==> config.mk <==
export PLATFORM = sky130hd
export DESIGN_NAME = padring_bank_seq_flat
export DESIGN_NICKNAME = d
export VERILOG_FILES = /design/src/rtl/padring_bank_seq_pkg.sv /design/src/rtl/padring_bank_seq_if.sv /design/src/rtl/padring_bank_seq_fsm.sv /design/src/rtl/padring_bank_seq.sv /design/src/flat_wrapper.sv
export SDC_FILE = /design/constraint.sdc
export NUM_CORES = 1
export LEC_CHECK = 0
export ABC_AREA = 0
export BUFFER_PORTS_ARGS = -buffer_cell sky130_fd_sc_hd__buf_2
export CAP_MARGIN = 10
export CORE_MARGIN = 1
export CORE_UTILIZATION = 51
export CTS_BUF_LIST = sky130_fd_sc_hd__clkbuf_4 sky130_fd_sc_hd__clkbuf_8
export DETAILED_ROUTE_END_ITERATION = 16
export GPL_TIMING_DRIVEN = 1
export PLACE_DENSITY_LB_ADDON = 0.08
export SLEW_MARGIN = 20
export SYNTH_ARGS = -nofsm -noshare
export SYNTH_HDL_FRONTEND = slang
export SYNTH_SLANG_ARGS = --single-unit
==> constraint.sdc <==
create_clock -name clk_i -period 2.2 [get_ports clk_i]
set_clock_uncertainty 0.05 [all_clocks]
set_input_delay 0.11 -clock clk_i [delete_from_list [all_inputs] [get_ports clk_i]]
set_output_delay 0.11 -clock clk_i [all_outputs]
set_load 0.005 [all_outputs]
==> src/rtl/padring_bank_seq_pkg.sv <==
// Shared types and helpers for the per-IO-bank pad power sequencer.
// Contents:
//   bank_state_e  - per-bank sequencer state with fixed encodings
//   pad_attr_t    - pad attribute bundle passed from pinmux to padring
//   pad_en_t      - input/output enable pair decoded from a bank state
//   DefaultPadBank- default bank index used to build the pad-to-bank map
//   state_to_en() - maps a bank state to its pad input/output enables
package padring_seq_pkg;

    // Encodings are fixed so that the state register can be probed in silicon.
    typedef enum logic [2:0] {
        BankOff      = 3'b000,
        BankDebounce = 3'b011,
        BankSettle   = 3'b101,
        BankOn       = 3'b110,
        BankFault    = 3'b111
    } bank_state_e;

    typedef struct packed {
        logic       pull_en;
        logic       pull_up;
        logic [1:0] drive;
    } pad_attr_t;

    typedef struct packed {
        logic ie;
        logic oe_en;
    } pad_en_t;

    // Every pad is placed in bank 0 unless the integrator supplies a map.
    localparam logic [31:0] DefaultPadBank = '0;

    // Inputs may be enabled as soon as the supply is stable (Settle), while
    // outputs are only released once the bank is fully On.
    function automatic pad_en_t state_to_en(bank_state_e s);
        pad_en_t en;
        en.ie    = (s == BankSettle) || (s == BankOn);
        en.oe_en = (s == BankOn);
        return en;
    endfunction

endpackage

==> src/rtl/padring_bank_seq_if.sv <==
// Pad-side bus between pinmux, the bank sequencer and the padring.
// Signals:
//   pad_out_i/pad_oe_i/pad_attr_i - ungated values from pinmux
//   pad_out_o/pad_oe_o/pad_ie_o/pad_attr_o - gated values towards the pads
// Modports:
//   master - pinmux side (drives the ungated values, observes the pads)
//   slave  - sequencer side (consumes the ungated values, drives the pads)
interface padring_bank_seq_if
    import padring_seq_pkg::*;
#(
    parameter int unsigned NPads = 16
) ();

    logic      [NPads-1:0] pad_out_i;
    logic      [NPads-1:0] pad_oe_i;
    pad_attr_t [NPads-1:0] pad_attr_i;
    logic      [NPads-1:0] pad_out_o;
    logic      [NPads-1:0] pad_oe_o;
    logic      [NPads-1:0] pad_ie_o;
    pad_attr_t [NPads-1:0] pad_attr_o;

    modport master (
        output pad_out_i, pad_oe_i, pad_attr_i,
        input  pad_out_o, pad_oe_o, pad_ie_o, pad_attr_o
    );

    modport slave (
        input  pad_out_i, pad_oe_i, pad_attr_i,
        output pad_out_o, pad_oe_o, pad_ie_o, pad_attr_o
    );

endinterface

==> src/rtl/padring_bank_seq_fsm.sv <==
// One IO bank's power sequencer: debounces power-OK, then walks through
// Settle to On, and latches a sticky error if power drops after debounce.
// Ports:
//   clk_i, rst_i - clock and synchronous active-high reset
//   en_i         - request to power the bank
//   pok_i        - bank power-OK, synchronous to clk_i
//   state_o      - current bank state (registered)
//   err_o        - sticky power-loss fault, cleared on entering Off
module padring_bank_fsm
    import padring_seq_pkg::*;
#(
    parameter int unsigned DebounceCycles = 16,
    parameter int unsigned SettleCycles   = 8
) (
    input  logic        clk_i,
    input  logic        rst_i,
    input  logic        en_i,
    input  logic        pok_i,
    output bank_state_e state_o,
    output logic        err_o
);

    localparam int unsigned MaxCycles = (DebounceCycles > SettleCycles) ? DebounceCycles
                                                                        : SettleCycles;
    localparam int unsigned CntW      = $clog2(MaxCycles + 1);
    localparam logic [CntW-1:0] CntMax  = '1;
    localparam logic [CntW-1:0] DebLast = CntW'(DebounceCycles - 1);
    localparam logic [CntW-1:0] SetLast = CntW'(SettleCycles - 1);

    bank_state_e     state_q, state_d;
    logic [CntW-1:0] cnt_q, cnt_d, cnt_inc;
    logic            err_q, err_d;

    // Next-state logic. Dropping the enable wins over everything, and the
    // error flag is cleared whenever the bank heads back to Off, so a
    // simultaneous enable and pok drop never leaves an error behind.
    always_comb begin
        state_d = state_q;
        cnt_d   = cnt_q;
        err_d   = err_q;
        cnt_inc = (cnt_q == CntMax) ? cnt_q : cnt_q + 1'b1;
        if (!en_i) begin
            state_d = BankOff;
            cnt_d   = '0;
            err_d   = 1'b0;
        end else begin
            unique case (state_q)
                BankOff: begin
                    if (pok_i) begin
                        state_d = BankDebounce;
                        cnt_d   = '0;
                    end
                end
                BankDebounce: begin
                    if (!pok_i) begin
                        state_d = BankOff;
                        cnt_d   = '0;
                        err_d   = 1'b0;
                    end else if (cnt_q == DebLast) begin
                        state_d = BankSettle;
                        cnt_d   = '0;
                    end else begin
                        cnt_d = cnt_inc;
                    end
                end
                BankSettle: begin
                    if (!pok_i) begin
                        state_d = BankFault;
                        cnt_d   = '0;
                        err_d   = 1'b1;
                    end else if (cnt_q == SetLast) begin
                        state_d = BankOn;
                        cnt_d   = '0;
                    end else begin
                        cnt_d = cnt_inc;
                    end
                end
                BankOn: begin
                    if (!pok_i) begin
                        state_d = BankFault;
                        err_d   = 1'b1;
                    end
                end
                BankFault: begin
                    state_d = BankFault;
                end
                default: begin
                    state_d = BankOff;
                    cnt_d   = '0;
                    err_d   = 1'b0;
                end
            endcase
        end
    end

    // State, counter and error flag all live in this one register stage.
    always_ff @(posedge clk_i) begin
        if (rst_i) begin
            state_q <= BankOff;
            cnt_q   <= '0;
            err_q   <= 1'b0;
        end else begin
            state_q <= state_d;
            cnt_q   <= cnt_d;
            err_q   <= err_d;
        end
    end

    assign state_o = state_q;
    assign err_o   = err_q;

endmodule

==> src/rtl/padring_bank_seq.sv <==
// Per-IO-bank power sequencer and output gate between pinmux and padring.
// Each bank runs its own sequencer; every pad is gated by the state of the
// bank it belongs to and registered once before reaching the padring.
// Ports:
//   clk_i, rst_i   - clock and synchronous active-high reset
//   bank_en_i      - per-bank power-up request
//   pok_i          - per-bank power-OK
//   freeze_i       - hold pad out/oe/attr (input enables keep following)
//   pad_if         - pinmux/pad bus (slave side)
//   bank_ready_o   - bank is On
//   bank_err_o     - sticky per-bank power-loss fault
module padring_bank_seq
    import padring_seq_pkg::*;
#(
    parameter int unsigned NIoBanks       = 4,
    parameter int unsigned NPads          = 16,
    parameter logic [NPads-1:0][$clog2(NIoBanks):0] PadBank =
        {NPads{DefaultPadBank[$clog2(NIoBanks):0]}},
    parameter int unsigned DebounceCycles = 16,
    parameter int unsigned SettleCycles   = 8,
    parameter pad_attr_t   ResetAttr      = '0
) (
    input  logic                clk_i,
    input  logic                rst_i,
    input  logic [NIoBanks-1:0] bank_en_i,
    input  logic [NIoBanks-1:0] pok_i,
    input  logic                freeze_i,
    padring_bank_seq_if.slave   pad_if,
    output logic [NIoBanks-1:0] bank_ready_o,
    output logic [NIoBanks-1:0] bank_err_o
);

    // The state table is padded to the full range of the bank index so any
    // pad index selects a defined entry; unused slots read as Off.
    localparam int unsigned BankIdxW = $clog2(NIoBanks) + 1;
    localparam int unsigned NSlots   = 2 ** BankIdxW;

    bank_state_e           state_slot [NSlots];
    logic     [NSlots-1:0] ready_slot;
    pad_en_t               pad_en [NPads];

    logic      [NPads-1:0] out_q, out_d;
    logic      [NPads-1:0] oe_q, oe_d;
    logic      [NPads-1:0] ie_q, ie_d;
    pad_attr_t [NPads-1:0] attr_q, attr_d;

    for (genvar b = 0; b < NIoBanks; b++) begin : g_bank
        padring_bank_fsm #(
            .DebounceCycles (DebounceCycles),
            .SettleCycles   (SettleCycles)
        ) u_fsm (
            .clk_i   (clk_i),
            .rst_i   (rst_i),
            .en_i    (bank_en_i[b]),
            .pok_i   (pok_i[b]),
            .state_o (state_slot[b]),
            .err_o   (bank_err_o[b])
        );
    end

    for (genvar b = NIoBanks; b < NSlots; b++) begin : g_unused_slot
        assign state_slot[b] = BankOff;
    end

    for (genvar b = 0; b < NSlots; b++) begin : g_ready
        assign ready_slot[b] = (state_slot[b] == BankOn);
    end

    assign bank_ready_o = ready_slot[NIoBanks-1:0];

    for (genvar k = 0; k < NPads; k++) begin : g_pad
        assign pad_en[k] = state_to_en(state_slot[PadBank[k]]);

        a_bank_range: assert property (@(posedge clk_i) 32'(PadBank[k]) < NIoBanks);

        a_oe_ready: assert property (@(posedge clk_i) disable iff (rst_i)
            (oe_q[k] && !$past(freeze_i)) |-> $past(ready_slot[PadBank[k]]));
    end

    // Pad gating. A bank that is not On always drives the safe values, even
    // while frozen, so a power loss can never leave a pad driving. Freeze only
    // holds pads whose bank is still On; input enables are never frozen.
    always_comb begin
        out_d  = out_q;
        oe_d   = oe_q;
        attr_d = attr_q;
        ie_d   = '0;
        for (int k = 0; k < NPads; k++) begin
            ie_d[k] = pad_en[k].ie;
            if (!pad_en[k].oe_en) begin
                out_d[k]  = 1'b0;
                oe_d[k]   = 1'b0;
                attr_d[k] = ResetAttr;
            end else if (!freeze_i) begin
                out_d[k]  = pad_if.pad_out_i[k];
                oe_d[k]   = pad_if.pad_oe_i[k];
                attr_d[k] = pad_if.pad_attr_i[k];
            end
        end
    end

    // Output registers give every pad signal exactly one cycle of latency.
    always_ff @(posedge clk_i) begin
        if (rst_i) begin
            out_q  <= '0;
            oe_q   <= '0;
            ie_q   <= '0;
            attr_q <= {NPads{ResetAttr}};
        end else begin
            out_q  <= out_d;
            oe_q   <= oe_d;
            ie_q   <= ie_d;
            attr_q <= attr_d;
        end
    end

    assign pad_if.pad_out_o  = out_q;
    assign pad_if.pad_oe_o   = oe_q;
    assign pad_if.pad_ie_o   = ie_q;
    assign pad_if.pad_attr_o = attr_q;

endmodule

==> src/flat_wrapper.sv <==
// flat-port wrapper written by rule: the top's interface ports become plain ports
module padring_bank_seq_flat import padring_seq_pkg::*;
#(
    parameter int unsigned NIoBanks       = 4,
    parameter int unsigned NPads          = 16,
    parameter logic [NPads-1:0][$clog2(NIoBanks):0] PadBank =
        {NPads{DefaultPadBank[$clog2(NIoBanks):0]}},
    parameter int unsigned DebounceCycles = 16,
    parameter int unsigned SettleCycles   = 8,
    parameter pad_attr_t   ResetAttr      = '0
)
  (clk_i, rst_i, bank_en_i, pok_i, freeze_i, bank_ready_o, bank_err_o, pad_if_pad_out_i, pad_if_pad_oe_i, pad_if_pad_attr_i, pad_if_pad_out_o, pad_if_pad_oe_o, pad_if_pad_ie_o, pad_if_pad_attr_o);
  padring_bank_seq_if #(.NPads(NPads)) pad_if_i ();
  input  logic clk_i;
  input  logic rst_i;
  input  logic [NIoBanks-1:0] bank_en_i;
  input  logic [NIoBanks-1:0] pok_i;
  input  logic freeze_i;
  output logic [NIoBanks-1:0] bank_ready_o;
  output logic [NIoBanks-1:0] bank_err_o;
  input wire logic [$bits(pad_if_i.pad_out_i)-1:0] pad_if_pad_out_i;
  input wire logic [$bits(pad_if_i.pad_oe_i)-1:0] pad_if_pad_oe_i;
  input wire logic [$bits(pad_if_i.pad_attr_i)-1:0] pad_if_pad_attr_i;
  output wire logic [$bits(pad_if_i.pad_out_o)-1:0] pad_if_pad_out_o;
  output wire logic [$bits(pad_if_i.pad_oe_o)-1:0] pad_if_pad_oe_o;
  output wire logic [$bits(pad_if_i.pad_ie_o)-1:0] pad_if_pad_ie_o;
  output wire logic [$bits(pad_if_i.pad_attr_o)-1:0] pad_if_pad_attr_o;
  assign pad_if_i.pad_out_i = pad_if_pad_out_i;
  assign pad_if_i.pad_oe_i = pad_if_pad_oe_i;
  assign pad_if_i.pad_attr_i = pad_if_pad_attr_i;
  assign pad_if_pad_out_o = pad_if_i.pad_out_o;
  assign pad_if_pad_oe_o = pad_if_i.pad_oe_o;
  assign pad_if_pad_ie_o = pad_if_i.pad_ie_o;
  assign pad_if_pad_attr_o = pad_if_i.pad_attr_o;
  padring_bank_seq #(.NIoBanks(NIoBanks), .NPads(NPads), .PadBank(PadBank), .DebounceCycles(DebounceCycles), .SettleCycles(SettleCycles), .ResetAttr(ResetAttr)) u_core (.clk_i(clk_i), .rst_i(rst_i), .bank_en_i(bank_en_i), .pok_i(pok_i), .freeze_i(freeze_i), .pad_if(pad_if_i), .bank_ready_o(bank_ready_o), .bank_err_o(bank_err_o));
endmodule
# Word level (Yosys, flattened, before mapping)
# Cells that the tools add are included.
totals:
  regBits: 133
  out_inout_bits: 120
  wordCells: 234
  inputBits: 107
op_classes:
  reduce_logical: 34
  muxes: 68
  add_sub_neg: 4
  bitwise: 13
  n_eq_ne: 52
ops:
  columns: ["operator", "count"]
  rows:
  - ["$mux 5", 24]
  - ["$pmux 5 s4", 4]
  - ["$mux 3", 24]
  - ["$pmux 3 s5", 4]
  - ["$eq 3x3->1 const B", 12]
  - ["$reduce_or 2->1", 17]
  - ["$ne 2x2->1 const B", 16]
  - ["$ne 3x3->1 const B", 8]
  - ["$add 5x1->5 const B", 4]
  - ["$eq 5x3->1 const B", 4]
  - ["$eq 5x4->1 const B", 4]
  - ["$eq 5x5->1 const B", 4]
  - ["$reduce_and 4->1", 4]
  - ["$not 1->1", 13]
  - ["$eq 3x2->1 const B", 4]
  - ["$logic_not 3->1", 4]
  - ["$pmux 1 s3", 4]
  - ["$reduce_and 3->1", 4]
  - ["$mux 1", 8]
  - ["$reduce_and 2->1", 4]
  - ["$logic_or 1x1->1", 1]

# Depth between registers and ports, before layout
logic_depth:
  ltp_word: 5
  depth_mapped: 6
  mapped_depth_nobuf: 5

# By module
# Synthesis repeated with hierarchy kept, for this count alone.
hier_totals:
  hier_cells: 643
  hier_area_um2: 6100.9
by_module_without_submodules:
  columns: ["mod", "n_inst", "cells_each", "seq_area_each_um2", "area_per_inst_um2"]
  rows:
  - ["padring_bank_seq", 1, 336, 1941.9, 3609.7]
  - ["padring_bank_fsm (u_core.g_bank[0].u_fsm ...)", 3, 76, 180.2, 628.1]
  - ["padring_bank_fsm (u_core.g_bank[3].u_fsm)", 1, 79, 180.2, 606.8]

# Least setup slack after synthesis
# Ideal clock, no wire load.
synth_path:
  path_kind: "reg-to-reg"
  start: "register u_core.g_bank[3].u_fsm.cnt_q[0]"
  end: "register u_core.g_bank[3].u_fsm.cnt_q[1]"
  period_less_slack_ns: 1.604
  arrival_time_ns: 1.459
  setup_slack_ns: 0.596
  path_buffers: 0
  required_ns: 2.055
  path_stages_with_launch: 6
  setup_ns: 0.095
  path_cell_list: "dfxtp_1 -> ha_1 -> and4b_1 -> o22ai_1 -> o211ai_1 -> a221oi_1"
synth_between:
  elab_chain_cells: 5
  elab_cells_between_ends: 10
  cone_classes: "add/sub (1); eq/ne (3); mux (6)"
synth_lines:
  columns: ["element", "line_no", "rtl"]
  rows:
  - ["from (decl)", "padring_bank_seq_fsm.sv:31", "logic [CntW-1:0] cnt_q, cnt_d, cnt_inc;"]
  - ["from (signal assigned)", "padring_bank_seq_fsm.sv:104", "cnt_q <= cnt_d;"]
  - ["$add 5x1->5 / $eq 5x5->1 (equally long branches)", "padring_bank_seq_fsm.sv:41", "cnt_inc = (cnt_q == CntMax) ? cnt_q : cnt_q + 1'b1;"]
  - ["$mux 5", "padring_bank_seq_fsm.sv:41", null]
  - ["$mux 5 (on tied branches)", "padring_bank_seq_fsm.sv:71, padring_bank_seq_fsm.sv:59", null]
  - ["$mux 5 (on tied branches)", "padring_bank_seq_fsm.sv:67, padring_bank_seq_fsm.sv:55", null]
  - ["$pmux 5 s4 (*)", "padring_bank_seq_fsm.sv:47", "unique case (state_q)"]
# Mark *: on every way between the ends. The rest lies on a longest branch, timed or not.
# A chain may end at the register's enable or synchronous reset.

# Worst setup path after layout
layout_path:
  start: "register u_core.g_bank[0].u_fsm.state_q[1]"
  end: "register u_core.oe_q[5], in the netlist u_core.pad_if.pad_oe_o[5]"
layout_between:
  elab_chain_cells: 3
layout_lines:
  columns: ["element", "line_no", "rtl"]
  rows:
  - ["from (decl)", "padring_bank_seq_fsm.sv:30", "bank_state_e state_q, state_d;"]
  - ["from (signal assigned)", "padring_bank_seq_fsm.sv:99", "state_q <= BankOff;"]
  - ["from (signal assigned)", "padring_bank_seq_fsm.sv:103", "state_q <= state_d;"]
  - ["$eq 3x3->1", "padring_bank_seq_pkg.sv:38", "en.oe_en = (s == BankOn);"]
  - ["$not 1->1 (no line)", null, null]
  - ["$reduce_or 2->1 (no line)", null, null]
  - ["to (signal assigned)", "padring_bank_seq.sv:106", "oe_q <= '0;"]
  - ["to (signal assigned)", "padring_bank_seq.sv:111", "oe_q <= oe_d;"]
  - ["to (decl)", "padring_bank_seq.sv:43", "logic [NPads-1:0] oe_q, oe_d;"]
# Every way passes these cells.

==> impl_results.md <==
- Fin crit period: 1.90 ns
- Vias per cell: roughly 5.2
- Post-synth ARST share: 0
- Final Hold Viols: 0
- Worst path cell trace: nand2_2 -> or3_2 -> buf_4 -> nor2_1
- Dpl cell area: 6880 um^2
- Worst-path clk slew: 0.08 ns
- DRT Pass-1 Iters: 4
- Pwr/cell area: 616 nW/um^2
- GRT Total Usage: 0.258
- Number of synthesized flops with an enable pin: 0
- Fin area: approximately 8300 um^2
- Status: complete, no violations
- Final nets: 1039
- Row cnt: 38
- Syn Inst Count: 635
- Largest net degree at the start of global routing: 63
- Clock sink count: 133
- Final setup fails: 0
- Worst slew margin: 0.583
- Share of layout cells above drive strength 1: 0.296
- Clock buffer count from CTS: 17
- Crit path DAT: around 2.2 ns
- Number of diodes: 0
- CTS Hold Bufs: 100
- Crit path launch type: register
- Post-CTS sizing: 0
- Clk buf depth: 2
- Vias after detailed routing: 5575
- Sequential share of the synthesized area: 0.453
- Leading area contributor after synthesis: dfxtp_1
- Worst min path class: primary input to register
- Die H: 109 um
- Req. time, crit path: 2.51 ns
- Maximum VDD drop: 342 uV
- Top cells by area, synth: dfxtp_1, mux2i_1, nor2_1
- Post-Syn Area: 5870 um^2
- Flops & latches, synth: about 130
- GP Congestion: around 0.84
- Max incr delay on CP: 0.63 ns
- Initial core utilization: 0.532
- Least-Margin Pin Slew: 0.625 ns
- Average wire per standard cell: 14.5 um
- Die W: 109 um
- Max Cap Violations: 0
- Synth Net Count: approximately 750
- CTS tree: yes
- Htree depth: 4
- # DRC: 0
- Nature of the critical path endpoint: register
- Count leader, synth: dfxtp_1
- Initial antenna violation count: 0
- GRT Residual Overflow: 0
- Drt first-iter violations: between 200 and 300
- Worst skew pair latency: 0.43 ns
- Post-Route WL: 15600 um
- Final HPWL DP: 9770 um
- # IOs: 227
- Slowest cell on crit path: dfxtp_1
- Yosys warning count: 0
- Ys flop type: dfxtp_1
- Synth Area per Inst: 9.25 um^2
- Top post-synthesis cells by count: dfxtp_1, nor2_1, mux2i_1
- Clock root cell: clkbuf_8
- Synth cell types: between 60 and 70
- Port bufs: 226
- RSZ-0062 raised after global routing: no
- Post-CTS setup buffers: 0
- Vias in the first global route: 5225
- CP Class: register to register
- Post-synth top area share: 0.453
- Core Region: 11000 um^2
- Leakage Power: 3.97 nW
- Peak fanout along the critical path: 62
- Setup TNS: 0 ns
- F_max: about 0.53 GHz
- Area of the die: 11900 um^2
- Antenna-violating nets left: 0
- First-pass GRT wire length: 24200 um
- Tcrit/Tclk final: 0.865
- Final Max Tran Viols: 0
- Synthesis-to-layout area growth: 41.6%
- Fillers: 763
registers in the layout, indices dropped and copies added (netlist names):
signal                       flops
u_core.pad_if.pad_oe_o          16
u_core.pad_if.pad_ie_o           1
u_core.g_bank.u_fsm.cnt_q       20
u_core.g_bank.u_fsm.err_o        4
u_core.pad_if.pad_attr_o        64
u_core.g_bank.u_fsm.state_o     12
u_core.pad_if.pad_out_o         16
worst paths after layout:
check                                    startpoint                              end  slack, ns  depth (start not counted)
setup / recovery  u_core.g_bank[0].u_fsm.state_o[1]        u_core.pad_if.pad_oe_o[5]       0.30                          4
hold / removal                             pok_i[3]  u_core.g_bank[3].u_fsm.cnt_q[2]       0.04                          3
setup reg to reg  u_core.g_bank[0].u_fsm.state_o[1]        u_core.pad_if.pad_oe_o[5]       0.30                          4
hold reg to reg        u_core.g_bank[0].u_fsm.err_o     u_core.g_bank[0].u_fsm.err_o       0.42                          2
metrics by stage:
stage	power [mW]	utilization	setup WS, ns	hold WS [ns]	cells
after floorplan	2.69	-	0.596	0.136	635
after global placement	2.81	0.624	0.430	0.288	947
after detailed placement	2.82	0.624	0.341	0.297	947
after CTS	5.17	0.754	0.302	0.00594	1079
after global routing	5.33	0.754	0.174	0.0382	1079
final	5.13	0.754	0.297	0.0393	1079
placed cells by master (no fill, tap or decap), types with 3 or more instances in the layout:
cell type      netlist  layout
buf_2               13     225
nand2_1             29      29
and3_1               3       3
nor3_1               8       8
buf_4               20       5
nor2b_1              8       8
dfxtp_1            133     133
inv_1               10      10
nand4b_1             6       6
ha_1                 6       6
a21o_1               4       4
a31oi_1              7       7
and2_1               4       4
clkbuf_8             0      17
bufinv_16            0       4
dlygate4sd3_1        0     100
mux2i_1             96      96
a21oi_1             27      27
nand3_1             11      11
xor2_1               3       3
a22o_1               3       3
nor2_1             127     127
clkinv_2             0       4
a211oi_1             6       6
nand4_1              6       6
o21ai_0             18      18
nand2b_1             6       6
o211ai_1             5       5
critical path: cells and delay by family (launching register included):
| family | cells | cell delay (ns) |
|---|---|---|
| simple gates | 3 | 0.80 |
| buf+inv | 1 | 0.34 |
| flops | 1 | 0.63 |
cell families after synthesis:
| kind of cell | Yosys count | synth area share |
|---|---|---|
| AOI/OAI and AO/OA | 99 | 0.114 |
| xor gates and xnor gates | 4 | 0.00597 |
| adders and majority gates | 6 | 0.0128 |
| buffers and inverters | 70 | 0.0692 |
| DFF | 133 | 0.453 |
| muxes | 97 | 0.166 |
| and+or+nand+nor | 226 | 0.179 |
per-layer routing:
metal / vias up / track usage / wire, um
li1: 2794 / - / -
met1: 2582 / 0.302 / 6700
met2: 169 / 0.455 / 7770
met3: 30 / 0.0611 / 811
met4: 0 / 0.101 / 357
met5: - / 0 / 0
layout make-up:
| type | instances | area (um^2) | share of cell area |
|---|---|---|---|
| sequential | 133 | 2660 | 0.320 |
| timing repair buffer | 332 | 2200 | 0.265 |
| tap | 140 | 175 | 0.0211 |
| inverter | 10 | 37.5 | 0.00451 |
| multi-input combinational | 432 | 2810 | 0.337 |
| clock inverter | 13 | 181 | 0.0218 |
| clock buffer | 19 | 249 | 0.0299 |
power breakdown:
part / internal, mW / total (mW) / switching, mW / leakage (nW)
clock network: 1.26 / 2.21 / 0.954 / 0.217
logic: 0.291 / 0.482 / 0.191 / 2.68
registers: 2.41 / 2.43 / 0.0183 / 1.07
total: 3.96 / 5.13 / 1.16 / 3.97
Power figures use the tool's default switching activity.
